File: src/rtl/station_scheduler_if.sv
// Request/grant bundle between the reservation stations, the LSU status lines
// and the station scheduler.
interface station_scheduler_if #(
    parameter int unsigned N = 4
);
    localparam int unsigned IdxW = $clog2(N);

    logic [N-1:0]      st_ready;
    logic [3*N-1:0]    st_a_adr;
    logic [3*N-1:0]    st_b_adr;
    logic [4*N-1:0]    st_d_adr;
    logic [N-1:0]      st_ld_mem;
    logic [N-1:0]      st_st_mem;
    logic [N-1:0]      st_lock_loads;
    logic              lsu_busy;
    logic              lsu_wb;
    logic [N-1:0]      st_ack;
    logic              issue_valid;
    logic [IdxW-1:0]   issue_sel;
    logic [1:0]        ld_outstanding;

    modport master (
        output st_ready, st_a_adr, st_b_adr, st_d_adr, st_ld_mem, st_st_mem, st_lock_loads,
        output lsu_busy, lsu_wb,
        input  st_ack, issue_valid, issue_sel, ld_outstanding
    );

    modport slave (
        input  st_ready, st_a_adr, st_b_adr, st_d_adr, st_ld_mem, st_st_mem, st_lock_loads,
        input  lsu_busy, lsu_wb,
        output st_ack, issue_valid, issue_sel, ld_outstanding
    );
endinterface

File: src/rtl/station_scheduler.sv
// Round-robin issue scheduler for reservation stations with register write-pending
// hazard tracking, load-outstanding limit and load-ordering locks.
module station_scheduler #(
    parameter int unsigned N      = 4,
    parameter int unsigned LD_MAX = 2,
    parameter int unsigned WB_LAT = 2
) (
    input logic                clk,
    input logic                a_rst,
    station_scheduler_if.slave bus
);
    localparam int unsigned IdxW = $clog2(N);

    logic [IdxW-1:0]         rr_q, rr_d;
    logic [WB_LAT-1:0]       wp_vld_q;
    logic [WB_LAT-1:0][2:0]  wp_reg_q;
    logic [1:0]              ld_q, ld_d;
    logic                    issue_valid_q;
    logic [IdxW-1:0]         issue_sel_q;

    logic [N-1:0]            hazard;
    logic [N-1:0]            eligible;
    logic                    grant;
    logic [IdxW-1:0]         grant_idx;
    logic                    grant_ld;
    logic [3:0]              grant_dst;
    logic                    ld_full;

    assign ld_full = (ld_q >= 2'(LD_MAX));

    always_comb begin : hazard_chk
        hazard = '0;
        for (int i = 0; i < N; i++) begin
            for (int s = 0; s < WB_LAT; s++) begin
                if (wp_vld_q[s]) begin
                    if (bus.st_a_adr[3*i +: 3] == wp_reg_q[s] ||
                        bus.st_b_adr[3*i +: 3] == wp_reg_q[s] ||
                        (bus.st_d_adr[4*i + 3] && bus.st_d_adr[4*i +: 3] == wp_reg_q[s])) begin
                        hazard[i] = 1'b1;
                    end
                end
            end
        end
    end

    // Walk stations from oldest (rr) to youngest; lock_seen blocks younger loads.
    always_comb begin : pick
        logic            lock_seen;
        logic [IdxW-1:0] idx;
        logic            is_ld;
        logic            is_mem;
        eligible  = '0;
        grant     = 1'b0;
        grant_idx = '0;
        lock_seen = 1'b0;
        idx       = '0;
        is_ld     = 1'b0;
        is_mem    = 1'b0;
        for (int unsigned k = 0; k < N; k++) begin
            idx           = rr_q + IdxW'(k);
            is_ld         = bus.st_ld_mem[idx];
            is_mem        = bus.st_ld_mem[idx] | bus.st_st_mem[idx];
            eligible[idx] = bus.st_ready[idx] & ~hazard[idx] & ~(is_ld & ld_full) &
                            ~(is_mem & bus.lsu_busy) & ~(is_ld & lock_seen);
            if (eligible[idx] && !grant) begin
                grant     = 1'b1;
                grant_idx = idx;
            end
            lock_seen = lock_seen | (bus.st_ready[idx] & bus.st_lock_loads[idx]);
        end
        if (a_rst) begin
            grant = 1'b0;
        end
    end

    always_comb begin : next_state
        grant_ld  = grant & bus.st_ld_mem[grant_idx];
        grant_dst = bus.st_d_adr[4*grant_idx +: 4];
        rr_d      = grant ? grant_idx + IdxW'(1) : rr_q;
        ld_d      = ld_q;
        if (grant_ld && !bus.lsu_wb) begin
            ld_d = ld_q + 2'd1;
        end else if (!grant_ld && bus.lsu_wb && ld_q != 2'd0) begin
            ld_d = ld_q - 2'd1;
        end
    end

    always_comb begin : ack_out
        bus.st_ack = '0;
        if (grant) begin
            bus.st_ack[grant_idx] = 1'b1;
        end
    end

    always_ff @(posedge clk or posedge a_rst) begin
        if (a_rst) begin
            rr_q          <= '0;
            wp_vld_q      <= '0;
            wp_reg_q      <= '0;
            ld_q          <= '0;
            issue_valid_q <= 1'b0;
            issue_sel_q   <= '0;
        end else begin
            rr_q          <= rr_d;
            ld_q          <= ld_d;
            issue_valid_q <= grant;
            if (grant) begin
                issue_sel_q <= grant_idx;
            end
            wp_vld_q[0] <= grant & grant_dst[3];
            wp_reg_q[0] <= grant_dst[2:0];
            for (int s = 1; s < WB_LAT; s++) begin
                wp_vld_q[s] <= wp_vld_q[s-1];
                wp_reg_q[s] <= wp_reg_q[s-1];
            end
        end
    end

    assign bus.issue_valid    = issue_valid_q;
    assign bus.issue_sel      = issue_sel_q;
    assign bus.ld_outstanding = ld_q;
endmodule

File: src/flat_wrapper.sv
// flat-port wrapper written by rule: the top's interface ports become plain ports
module station_scheduler_flat 
#(
    parameter int unsigned N      = 4,
    parameter int unsigned LD_MAX = 2,
    parameter int unsigned WB_LAT = 2
)
  (clk, a_rst, bus_st_ready, bus_st_a_adr, bus_st_b_adr, bus_st_d_adr, bus_st_ld_mem, bus_st_st_mem, bus_st_lock_loads, bus_lsu_busy, bus_lsu_wb, bus_st_ack, bus_issue_valid, bus_issue_sel, bus_ld_outstanding);
  station_scheduler_if #(.N(N)) bus_i ();
  input logic clk;
  input logic a_rst;
  input wire logic [$bits(bus_i.st_ready)-1:0] bus_st_ready;
  input wire logic [$bits(bus_i.st_a_adr)-1:0] bus_st_a_adr;
  input wire logic [$bits(bus_i.st_b_adr)-1:0] bus_st_b_adr;
  input wire logic [$bits(bus_i.st_d_adr)-1:0] bus_st_d_adr;
  input wire logic [$bits(bus_i.st_ld_mem)-1:0] bus_st_ld_mem;
  input wire logic [$bits(bus_i.st_st_mem)-1:0] bus_st_st_mem;
  input wire logic [$bits(bus_i.st_lock_loads)-1:0] bus_st_lock_loads;
  input wire logic [$bits(bus_i.lsu_busy)-1:0] bus_lsu_busy;
  input wire logic [$bits(bus_i.lsu_wb)-1:0] bus_lsu_wb;
  output wire logic [$bits(bus_i.st_ack)-1:0] bus_st_ack;
  output wire logic [$bits(bus_i.issue_valid)-1:0] bus_issue_valid;
  output wire logic [$bits(bus_i.issue_sel)-1:0] bus_issue_sel;
  output wire logic [$bits(bus_i.ld_outstanding)-1:0] bus_ld_outstanding;
  assign bus_i.st_ready = bus_st_ready;
  assign bus_i.st_a_adr = bus_st_a_adr;
  assign bus_i.st_b_adr = bus_st_b_adr;
  assign bus_i.st_d_adr = bus_st_d_adr;
  assign bus_i.st_ld_mem = bus_st_ld_mem;
  assign bus_i.st_st_mem = bus_st_st_mem;
  assign bus_i.st_lock_loads = bus_st_lock_loads;
  assign bus_i.lsu_busy = bus_lsu_busy;
  assign bus_i.lsu_wb = bus_lsu_wb;
  assign bus_st_ack = bus_i.st_ack;
  assign bus_issue_valid = bus_i.issue_valid;
  assign bus_issue_sel = bus_i.issue_sel;
  assign bus_ld_outstanding = bus_i.ld_outstanding;
  station_scheduler #(.N(N), .LD_MAX(LD_MAX), .WB_LAT(WB_LAT)) u_core (.clk(clk), .a_rst(a_rst), .bus(bus_i));
endmodule
File: config.mk
export PLATFORM = sky130hd
export DESIGN_NAME = station_scheduler_flat
export DESIGN_NICKNAME = d
export VERILOG_FILES = /design/src/rtl/station_scheduler_if.sv /design/src/rtl/station_scheduler.sv /design/src/flat_wrapper.sv
export SDC_FILE = /design/constraint.sdc
export NUM_CORES = 1
export LEC_CHECK = 0
export ABC_CLOCK_PERIOD_IN_PS = 8300
export CAP_MARGIN = 20
export CELL_PAD_IN_SITES_DETAIL_PLACEMENT = 1
export CELL_PAD_IN_SITES_GLOBAL_PLACEMENT = 2
export CORE_UTILIZATION = 35
export DETAILED_ROUTE_END_ITERATION = 6
export DONT_BUFFER_PORTS = 1
export HOLD_SLACK_MARGIN = 0.02
export PLACE_DENSITY = 0.79
export SYNTH_ARGS = -nofsm -noshare
export SYNTH_HDL_FRONTEND = slang
export SYNTH_SLANG_ARGS = --single-unit
File: constraint.sdc
create_clock -name clk -period 8.3 [get_ports clk]
set_clock_uncertainty 0.1 [all_clocks]
set_input_delay 2.49 -clock clk [delete_from_list [all_inputs] [get_ports clk]]
set_output_delay 2.49 -clock clk [all_outputs]
set_load 0.02 [all_outputs]
Word level (Yosys, flattened, before mapping). Cells that the tools add are included. Widths: inputs -> output; s select.

Register bits: 15. Latch bits: 0. RAM bits: 0. Bits in read-only memories: 0. Output and inout port bits: 9. Memories: 0.

Add/sub/neg operators: 6. Multipliers: 0. Divide/modulo/power cells: 0. Magnitude comparators: 11. Equality and inequality tests: 24. Shift-type cells: 1. Muxes and demuxes: 89. Bitwise operators: 53. Reductions and logical operators: 42.

Operators by type and width (number): $eq 3x3->1 (24); $mux 1 (50); $bmux 1 s2 (24); $and 1x1->1 (31); $logic_and 1x1->1 (19); $logic_or 1x1->1 (16); $shiftx 16x5->4 (1); $lt 2x3->1 const B (5); $not 1->1 (15); $bwmux 4 (3); $mux 2 (6); $demux 1 s2 (5); $ge 2x1->1 const B (5); $add 2x1->2 const B (3); $or 1x1->1 (6); $logic_not 1->1 (5); $add 2x2->2 const B (2); $and 4x4->4 (1); $mux 4 (1); $reduce_bool 2->1 (2); $ge 2x2->1 const B (1); $sub 2x1->2 const B (1).

Logic depth before layout (Yosys ltp). Gate-level depths: netlist of run 1.

Depth after elaboration: 34. Gate-level depth with buffers: 19. Mapped depth without buffers: 16.

Worst setup path before layout of run 1. OpenSTA, ideal clock, no wires.

Path kind: input to output. Start: input port bus_st_ready[3]. End: output port bus_st_ack[2]. Arrival time: 5231 ps. Required time: 5710 ps. Path slack: 479 ps. Stages on the path: 12. Buffers on the path: 0. Cells stage by stage: mux4_2 -> a211oi_2 -> o211ai_1 -> o21ai_2 -> a221o_1 -> a21oi_1 -> o311ai_2 -> nor4_2 -> nor2_2 -> inv_1 -> ha_1 -> and3_2.

Word-level cells in the longest chain between the ends: 23.

RTL lines: start: declaration (RTL line flat_wrapper.sv:12) `input wire logic [$bits(bus_i.st_ready)-1:0] bus_st_ready;`; $bmux 1 s2 (RTL line station_scheduler.sv:63, station_scheduler.sv:69); $mux 1 (not written as such) (RTL line station_scheduler.sv:63, station_scheduler.sv:69); $and 1x1->1 (3 in a row) (RTL line station_scheduler.sv:63) `eligible[idx] = bus.st_ready[idx] & ~hazard[idx] & ~(is_ld & ld_full) &`; $and 4x4->4 (no source line); $bmux 1 s2 (RTL line station_scheduler.sv:65) `if (eligible[idx] && !grant) begin`; $mux 1 (not written as such) (RTL line station_scheduler.sv:65); $mux 1 (RTL line station_scheduler.sv:65); $logic_not 1->1 (RTL line station_scheduler.sv:65); [... 6 more ...]; $logic_and 1x1->1 (RTL line station_scheduler.sv:65); $mux 2 (*) (RTL line station_scheduler.sv:65); via u_core.grant_idx[0] (RTL line station_scheduler.sv:24) `logic [IdxW-1:0] grant_idx;`; $lt 2x3->1 (not written as such) or $ge 2x1->1 (tied branches) (RTL line station_scheduler.sv:91) `bus.st_ack[grant_idx] = 1'b1;`; $logic_and 1x1->1 (not written as such) (RTL line station_scheduler.sv:91); $mux 1 (not written as such) (RTL line station_scheduler.sv:91); $demux 1 s2 (*); $mux 4 (*) (RTL line station_scheduler.sv:90) `if (grant) begin`; end: declaration (RTL line flat_wrapper.sv:21) `output wire logic [$bits(bus_i.st_ack)-1:0] bus_st_ack;`.

Mark *: on every way through the listed nets, which the timed path passes. The rest lies on a longest branch. The select of a mux whose other input is x is not followed.

Worst setup path after layout of run 1.
Start: input port bus_st_d_adr[2]. End: output port bus_st_ack[2].

Word-level cells in the longest chain between the ends: 31.

RTL lines: start: declaration (RTL line flat_wrapper.sv:15) `input wire logic [$bits(bus_i.st_d_adr)-1:0] bus_st_d_adr;`; $eq 3x3->1 (RTL line station_scheduler.sv:38) `(bus.st_d_adr[4*i + 3] && bus.st_d_adr[4*i +: 3] == wp_reg_q[s])) begin`; $logic_and 1x1->1 (RTL line station_scheduler.sv:38); $logic_or 1x1->1 (RTL line station_scheduler.sv:37) `bus.st_b_adr[3*i +: 3] == wp_reg_q[s] ||`; $mux 1 (RTL line station_scheduler.sv:36) `if (bus.st_a_adr[3*i +: 3] == wp_reg_q[s] ||`; $mux 1 (RTL line station_scheduler.sv:35) `if (wp_vld_q[s]) begin`; $mux 1 (RTL line station_scheduler.sv:36); $mux 1 (*) (RTL line station_scheduler.sv:35); $bmux 1 s2 (RTL line station_scheduler.sv:63); [... 16 more ...]; $logic_and 1x1->1 (RTL line station_scheduler.sv:65); $mux 2 (*) (RTL line station_scheduler.sv:65); via u_core.grant_idx[0] (RTL line station_scheduler.sv:24); $lt 2x3->1 (not written as such) or $ge 2x1->1 (tied branches) (RTL line station_scheduler.sv:91); $logic_and 1x1->1 (not written as such) (RTL line station_scheduler.sv:91); $mux 1 (not written as such) (RTL line station_scheduler.sv:91); $demux 1 s2 (*); $mux 4 (*) (RTL line station_scheduler.sv:90).

Marked as above.

==> results of run 1 <==
## metrics by stage
step	hold slack [ns]	instance area, sq um	utilization
finish	0.531	3000	0.381
global route	0.572	3000	0.381
CTS	0.533	3000	0.380
detailed placement	0.517	2950	0.374
global placement	0.506	2950	0.374
floorplan	0.289	2900	-
## layer usage
metal	global-route usage	share of wire	vias to the layer above
li1	-	-	1305
met1	0.292	0.46	1402
met2	0.374	0.48	54
met3	0.0407	0.056	2
met4	0.0205	0.0025	0
met5	0	0	-
## Yosys cell counts, types with 2 or more instances
| cell | n | area [sq um] |
|---|---|---|
| nand3_1 | 10 | 50.1 |
| ha_1 | 8 | 100 |
| clkbuf_1 | 4 | 15.0 |
| o21ai_0 | 10 | 50.1 |
| xnor2_1 | 58 | 508 |
| and2_1 | 3 | 18.8 |
| o221ai_1 | 2 | 17.5 |
| nor4_1 | 10 | 62.6 |
| a211oi_1 | 2 | 15.0 |
| buf_2 | 8 | 40.0 |
| mux4_2 | 7 | 158 |
| mux2i_1 | 3 | 30.0 |
| mux2_2 | 3 | 33.8 |
| and3_2 | 4 | 30.0 |
| a221oi_1 | 2 | 17.5 |
| o21a_1 | 2 | 15.0 |
| nor2_2 | 3 | 18.8 |
| nor4_2 | 3 | 37.5 |
| inv_1 | 10 | 37.5 |
| a21oi_1 | 16 | 80.1 |
| buf_4 | 5 | 37.5 |
| buf_6 | 3 | 33.8 |
| and3_1 | 2 | 12.5 |
| a22oi_1 | 3 | 22.5 |
| a21o_1 | 2 | 15.0 |
| nand4_1 | 16 | 100 |
| xor2_1 | 14 | 123 |
| a22o_1 | 2 | 17.5 |
| o32ai_2 | 2 | 32.5 |
| a221o_1 | 7 | 70.1 |
| a221oi_2 | 3 | 45.0 |
| dfrtp_1 | 15 | 375 |
| nand3b_1 | 2 | 15.0 |
| o21ai_1 | 4 | 20.0 |
| nor2_1 | 22 | 82.6 |
| nand2_1 | 45 | 169 |
| o211ai_1 | 6 | 45.0 |
| a31oi_1 | 3 | 18.8 |
| a41o_1 | 2 | 20.0 |
| nand2b_1 | 2 | 12.5 |
## power by group through the flow
stage,clock network [W],registers [W],logic [W]
after global placement,0,0.000248,0.00124
after floorplan,0,0.000153,0.00110
final,0.0000623,0.000246,0.00127
after global routing,0.0000671,0.000257,0.00141
after detailed placement,0,0.000248,0.00126
after CTS,0.0000640,0.000247,0.00127
## worst max-delay path, cell delays in order
cell	delay [ns]
xor2_1	0.13
nor4_1	0.31
a41o_1	0.19
nor4_1	0.08
nor2_1	0.19
o22ai_2	0.19
a221o_1	0.40
a22oi_1	0.28
nand2_1	0.14
nor4_2	0.38
nor2_2	0.10
inv_1	0.17
ha_1	0.17
and3_2	0.24
## logic make-up (layout without fill, tap and decap cells)
family | Yosys count | count (layout) | share of synthesized area
and+or+nand+nor | 129 | 129 | 0.230
AOI/OAI and AO/OA | 86 | 86 | 0.239
xor gates and xnor gates | 72 | 72 | 0.217
buffers and inverters | 32 | 22 | 0.0607
muxes | 15 | 15 | 0.0900
DFF | 15 | 15 | 0.129
adders and majority gates | 8 | 8 | 0.0345
## layout make-up
cell class / instances / share of cell area
Tap cell: 102 / 0.0425
Sequential cell: 15 / 0.125
Multi-Input combinational cell: 310 / 0.785
Inverter: 12 / 0.0167
Clock inverter: 1 / 0.00250
Timing Repair Buffer: 6 / 0.0150
Clock buffer: 3 / 0.0137
## repair_timing
action / CTS / global route
gates resized for setup: 0 / 1
hold endpoints to repair: 0 / 0
endpoints found under the setup margin: 0 / 3
## flip-flops by register name, summed over array words and instances (netlist names)
name and count:
u_core.wp_vld_q 2, u_core.bus.issue_valid 1, u_core.bus.ld_outstanding 2, u_core.wp_reg_q 6
u_core.bus.issue_sel 2, u_core.rr_q 2
## worst paths after layout
kind | slack [ns] | to | cells past startpoint
setup / recovery | 0.25 | bus_st_ack[2] | 14
hold / removal | 0.53 | u_core.bus.issue_sel[1] | 2
setup reg to reg | 3.85 | u_core.bus.ld_outstanding[1] | 14
hold reg to reg | 0.53 | u_core.bus.issue_sel[1] | 2
max in group asynchronous | 5.49 | u_core.bus.ld_outstanding[1] | 1
min in group asynchronous | 2.14 | u_core.wp_reg_q[0] | 1
==> impl_metrics.csv, run 1 <==
group,metric,value,unit
logic_synthesis,ys_seq_area_frac,0.129,
sta,worst_slew_pin_slew,0.731,ns
min_path,min-delay-start,"u_core.bus.issue_sel[1]",
placement,port_buffers,0,
clocking,clk_latency,0.25,ns
pwr,switchingPower,0.000888,W
die,initial_core_util,0.368,
sta,fmax,124,MHz
sta,slew_headroom,0.512,
worst_setup_path,crit_path_start_kind,"input pin",
clocking,post-cts-setup-buffers,0,
pwr,p_comb_frac,0.805,
drt,drt_iter0_markers,148,
worst_setup_path,cp-end-kind,"output pin",
cells_and_area,instances_no_fill,449,
drt,wire_per_inst,20.4,um
logic_synthesis,yosysUniqueCellTypes,69,
drt,ant_nets,0,
sta,setup_ws,0.249,ns
cells_and_area,final_cell_mix,"xnor2_1, nand2_1, nor2_1, nand4_1, a21oi_1",
sta,rsz0062_at_grt,"no",
die,io_pins,69,
outcome,status,"finished, final reports clean",
cells_and_area,fillerInstances,950,
logic_synthesis,synth_warnings,0,
logic_synthesis,synth_ff_type,"dfrtp_1",
placement,place_inst,445,
grt,grt_usage,0.217,
clocking,cts_buffers,3,
sta,slew_violations,0,
clocking,clkTransAtPathRegs,0.06,ns
drt,via_per_inst,6.15,
worst_setup_path,cp.arrival,5.46,ns
die,die_x,93.1,um
min_path,hold_path_class,"reg2reg",
clocking,cts.hold.buffers_added,0,
sta,setup_viol,0,
sta,setup_tns,0,ns
grt,antenna_found_initial,0,
logic_synthesis,synth_fp_nets,425,
clocking,htreeDepth,1,
cells_and_area,final_common_cell,"xnor2_1",
clocking,cts_root_buf,"clkbuf_8",
drt,wl,9160,um
cells_and_area,nets,416,
pwr,clkPwrFrac,0.039,
drt,drtPass1Iterations,4,
grt,grt_pass1_vias,2883,
grt,grt_max_degree,22,
cells_and_area,regArea,375,sq um
clocking,clock_sinks,15,
worst_setup_path,reg2reg_from,"u_core.rr_q[0]",
pwr,ir_drop,0.413,mV
logic_synthesis,synth_edf_count,0,
pwr,power,0.00158,W
worst_setup_path,cp.required,5.71,ns
cells_and_area,area_growth,3.45,%
cells_and_area,multi_input_area,2360,sq um
die,die-area,8670,sq um
die,coreArea,7890,sq um
cells_and_area,layout-drive-gt1-share,0.147,
grt,grt_pass1_wl,15100,um
drt,via_count,2763,
pwr,intPower,0.000689,W
die,row_count,32,
logic_synthesis,syn_area_per_cell,8.13,sq um
clocking,clockBufferDepth,2,
worst_setup_path,setup.worst_path.start,"bus_st_d_adr[2]",
pwr,seq_power_share,0.156,
sta,period_minus_slack,8.05,ns
sta,finalHoldViolations,0,
worst_setup_path,path_max_fanout,8,
logic_synthesis,syn_inst,357,
drt,drc_errors,0,
cells_and_area,antenna-diode-count,0,
pwr,power_density,525,nW/um^2
logic_synthesis,ys_ff_latch,15,
die,die_h,93.1,um
sta,post-route-period-util,0.970,
logic_synthesis,async_flop_share,1.00,
clocking,cts_tree,"built",
grt,grt-ovfl-total,0,
placement,hpwl,7340,um
placement,dp_slack,0.267,ns
logic_synthesis,syn_area,2900,sq um
job,cap_violations,0,
placement,gp_congestion,0.811,
pwr,switching_share,0.563,
pwr,power.leakage,1.11,nW
worst_setup_path,worst-setup-path-type,"in2out",
(Power assumes the default switching activity.)
==> run 2, diff against run 1 <==
--- a/config.mk
+++ b/config.mk
@@ -6,14 +6,13 @@
 export NUM_CORES = 1
 export LEC_CHECK = 0
 export ABC_CLOCK_PERIOD_IN_PS = 8300
-export CAP_MARGIN = 20
 export CELL_PAD_IN_SITES_DETAIL_PLACEMENT = 1
 export CELL_PAD_IN_SITES_GLOBAL_PLACEMENT = 2
-export CORE_UTILIZATION = 35
+export CORE_UTILIZATION = 38
 export DETAILED_ROUTE_END_ITERATION = 6
 export DONT_BUFFER_PORTS = 1
 export HOLD_SLACK_MARGIN = 0.02
-export PLACE_DENSITY = 0.79
+export PLACE_DENSITY = 0.85
 export SYNTH_ARGS = -nofsm -noshare
 export SYNTH_HDL_FRONTEND = slang
 export SYNTH_SLANG_ARGS = --single-unit
==> run 2 against run 1 <==
Compared with the run above:
- utilization rose by 3.3 points
- cell area increased by 0.87%
- register-to-register slack barely moved
- highest routed layer unchanged
- via count is 0.33% higher
- critical endpoint is now bus_st_ack[3]
- critical path type unchanged
- sequential cell count unchanged
- first-iteration DRC count down 42%
- cell count fell by 0.67%
==> impl_metrics.csv, run 2 (synthesized netlist as in run 1, its figures left out) <==
group,metric,value,unit
outcome,status,"finished, final reports clean",
clocking,clock_sinks,15,
min_path,hold_path_class,"reg2reg",
cells_and_area,nets,416,
cells_and_area,layout-drive-gt1-share,0.147,
job,cap_violations,0,
cells_and_area,final_cell_mix,"xnor2_1, nand2_1, nor2_1, nand4_1, a21oi_1",
grt,grt_max_degree,42,
drt,via_count,2772,
grt,grt_pass1_wl,14700,um
pwr,ir_drop,0.394,mV
grt,grt-ovfl-total,0,
cells_and_area,antenna-diode-count,0,
die,io_pins,69,
die,initial_core_util,0.396,
worst_setup_path,cp.required,5.71,ns
drt,wire_per_inst,20.3,um
pwr,power_density,535,nW/um^2
die,coreArea,7330,sq um
cells_and_area,top_register,"u_core.wp_reg_q",
sta,post-route-period-util,0.974,
cells_and_area,largest_reg_flops,6,
grt,antenna_found_initial,0,
grt,grt_usage,0.235,
die,die_h,89.4,um
sta,finalHoldViolations,0,
worst_setup_path,worst-setup-path-type,"in2out",
worst_setup_path,cp-end-kind,"output pin",
drt,drc_errors,0,
grt,grt_pass1_vias,2997,
placement,place_inst,441,
die,die-area,8000,sq um
clocking,cts.hold.buffers_added,0,
sta,slew_headroom,0.509,
placement,hpwl,7080,um
cells_and_area,fillerInstances,894,
drt,drt_iter0_markers,86,
clocking,htreeDepth,1,
cells_and_area,area_growth,4.35,%
cells_and_area,instances_no_fill,446,
placement,gp_congestion,0.805,
clocking,cts_buffers,3,
drt,drtPass1Iterations,4,
sta,rsz0062_at_grt,"no",
sta,worst_hold_slack,0.530,ns
die,row_count,31,
clocking,clk_latency,0.25,ns
sta,slew_violations,0,
sta,fmax,124,MHz
sta,period_minus_slack,8.08,ns
clocking,clkTransAtPathRegs,0.06,ns
clocking,clockBufferDepth,2,
worst_setup_path,cp.arrival,5.49,ns
worst_setup_path,path_max_fanout,8,
drt,via_per_inst,6.22,
sta,worst_slew_pin_slew,0.736,ns
die,die_x,89.4,um
pwr,power,0.00162,W
cells_and_area,final_common_cell,"xnor2_1",
drt,ant_nets,0,
placement,port_buffers,0,
pwr,power.leakage,1.11,nW
clocking,cts_root_buf,"clkbuf_8",
sta,setup_viol,0,
drt,wl,9030,um
sta,setup_tns,0,ns
worst_setup_path,crit_path_start_kind,"input pin",
clocking,cts_tree,"built",
==> run 2: changes by cell type in the layout (fill, tap and decap cells not counted) <==
cell	change
nor4_4	+1
o32ai_4	+1
a211oi_4	+1
clkinvlp_4	-1
clkbuf_1	+1
o32ai_2	-1
a211oi_2	-1
nor4_1	-1
==> run 2: routing by layer <==
layer,GRT usage,part of all wire
met5,0,0
met1,0.300,0.45
met4,0.0317,0.0045
met3,0.0305,0.044
met2,0.430,0.50
==> run 2: where the power goes <==
| group | leakage (nW) | switching [W] | internal (W) |
|---|---|---|---|
| Combinational | 0.909 | 0.000760 | 0.000562 |
| Clock | 0.0228 | 0.0000273 | 0.0000340 |
| Sequential | 0.183 | 0.000130 | 0.000110 |
==> run 2: final cells by class <==
| class | instances | area, sq um | area share |
|---|---|---|---|
| multi-input cells | 310 | 2390 | 0.789 |
| flip-flops and latches | 15 | 375 | 0.124 |
| well taps | 99 | 124 | 0.0409 |
| inverters | 12 | 50.0 | 0.0165 |
| clock buffers | 4 | 45.0 | 0.0149 |
| repair buffers | 6 | 45.0 | 0.0149 |
==> run 2: worst max-delay path, stage by stage <==
cell and delay (ns):
xnor2_1 0.11, nand4_1 0.13, nand2_1 0.10, nor4_1 0.61, o211ai_1 0.19, a22o_1 0.31, o21ai_0 0.23, a21oi_1 0.09
o311ai_2 0.42, nor4_4 0.07, nor2_2 0.16, buf_4 0.20, ha_1 0.15, and3_2 0.23
==> run 2: per-stage QoR <==
| step | area (sq um) | utilization | setup slack [ns] |
|---|---|---|---|
| floorplan | 2900 | - | 0.479 |
| global placement | 2940 | 0.401 | 0.308 |
| detailed placement | 2940 | 0.401 | 0.252 |
| CTS | 2980 | 0.407 | 0.227 |
| global route | 3030 | 0.413 | 0.00661 |
| finish | 3030 | 0.413 | 0.220 |
==> run 2: path summary, 6_finish.rpt <==
check,startpoint,to,slack (ns),cells after the start
setup / recovery,bus_st_b_adr[5],bus_st_ack[3],0.22,14
hold / removal,u_core.bus.issue_sel[1],u_core.bus.issue_sel[1],0.53,2
setup reg to reg,u_core.rr_q[0],u_core.bus.ld_outstanding[1],3.86,14
hold reg to reg,u_core.bus.issue_sel[1],u_core.bus.issue_sel[1],0.53,2
max in group asynchronous,a_rst,u_core.wp_reg_q[5],5.49,1
min in group asynchronous,a_rst,u_core.bus.ld_outstanding[0],2.15,1
==> run 2: repair_timing <==
item,4_1_cts,5_1_grt
setup endpoints to repair,0,3
gates resized for setup,0,5
buffers inserted,0,1
==> run 3, diff against run 2 <==
--- a/config.mk
+++ b/config.mk
@@ -11,6 +11,7 @@
 export CORE_UTILIZATION = 38
 export DETAILED_ROUTE_END_ITERATION = 6
 export DONT_BUFFER_PORTS = 1
+export GPL_TIMING_DRIVEN = 1
 export HOLD_SLACK_MARGIN = 0.02
 export PLACE_DENSITY = 0.85
 export SYNTH_ARGS = -nofsm -noshare
==> results of run 3 <==
Final layout, timing and power as in run 2 (identical DEF).
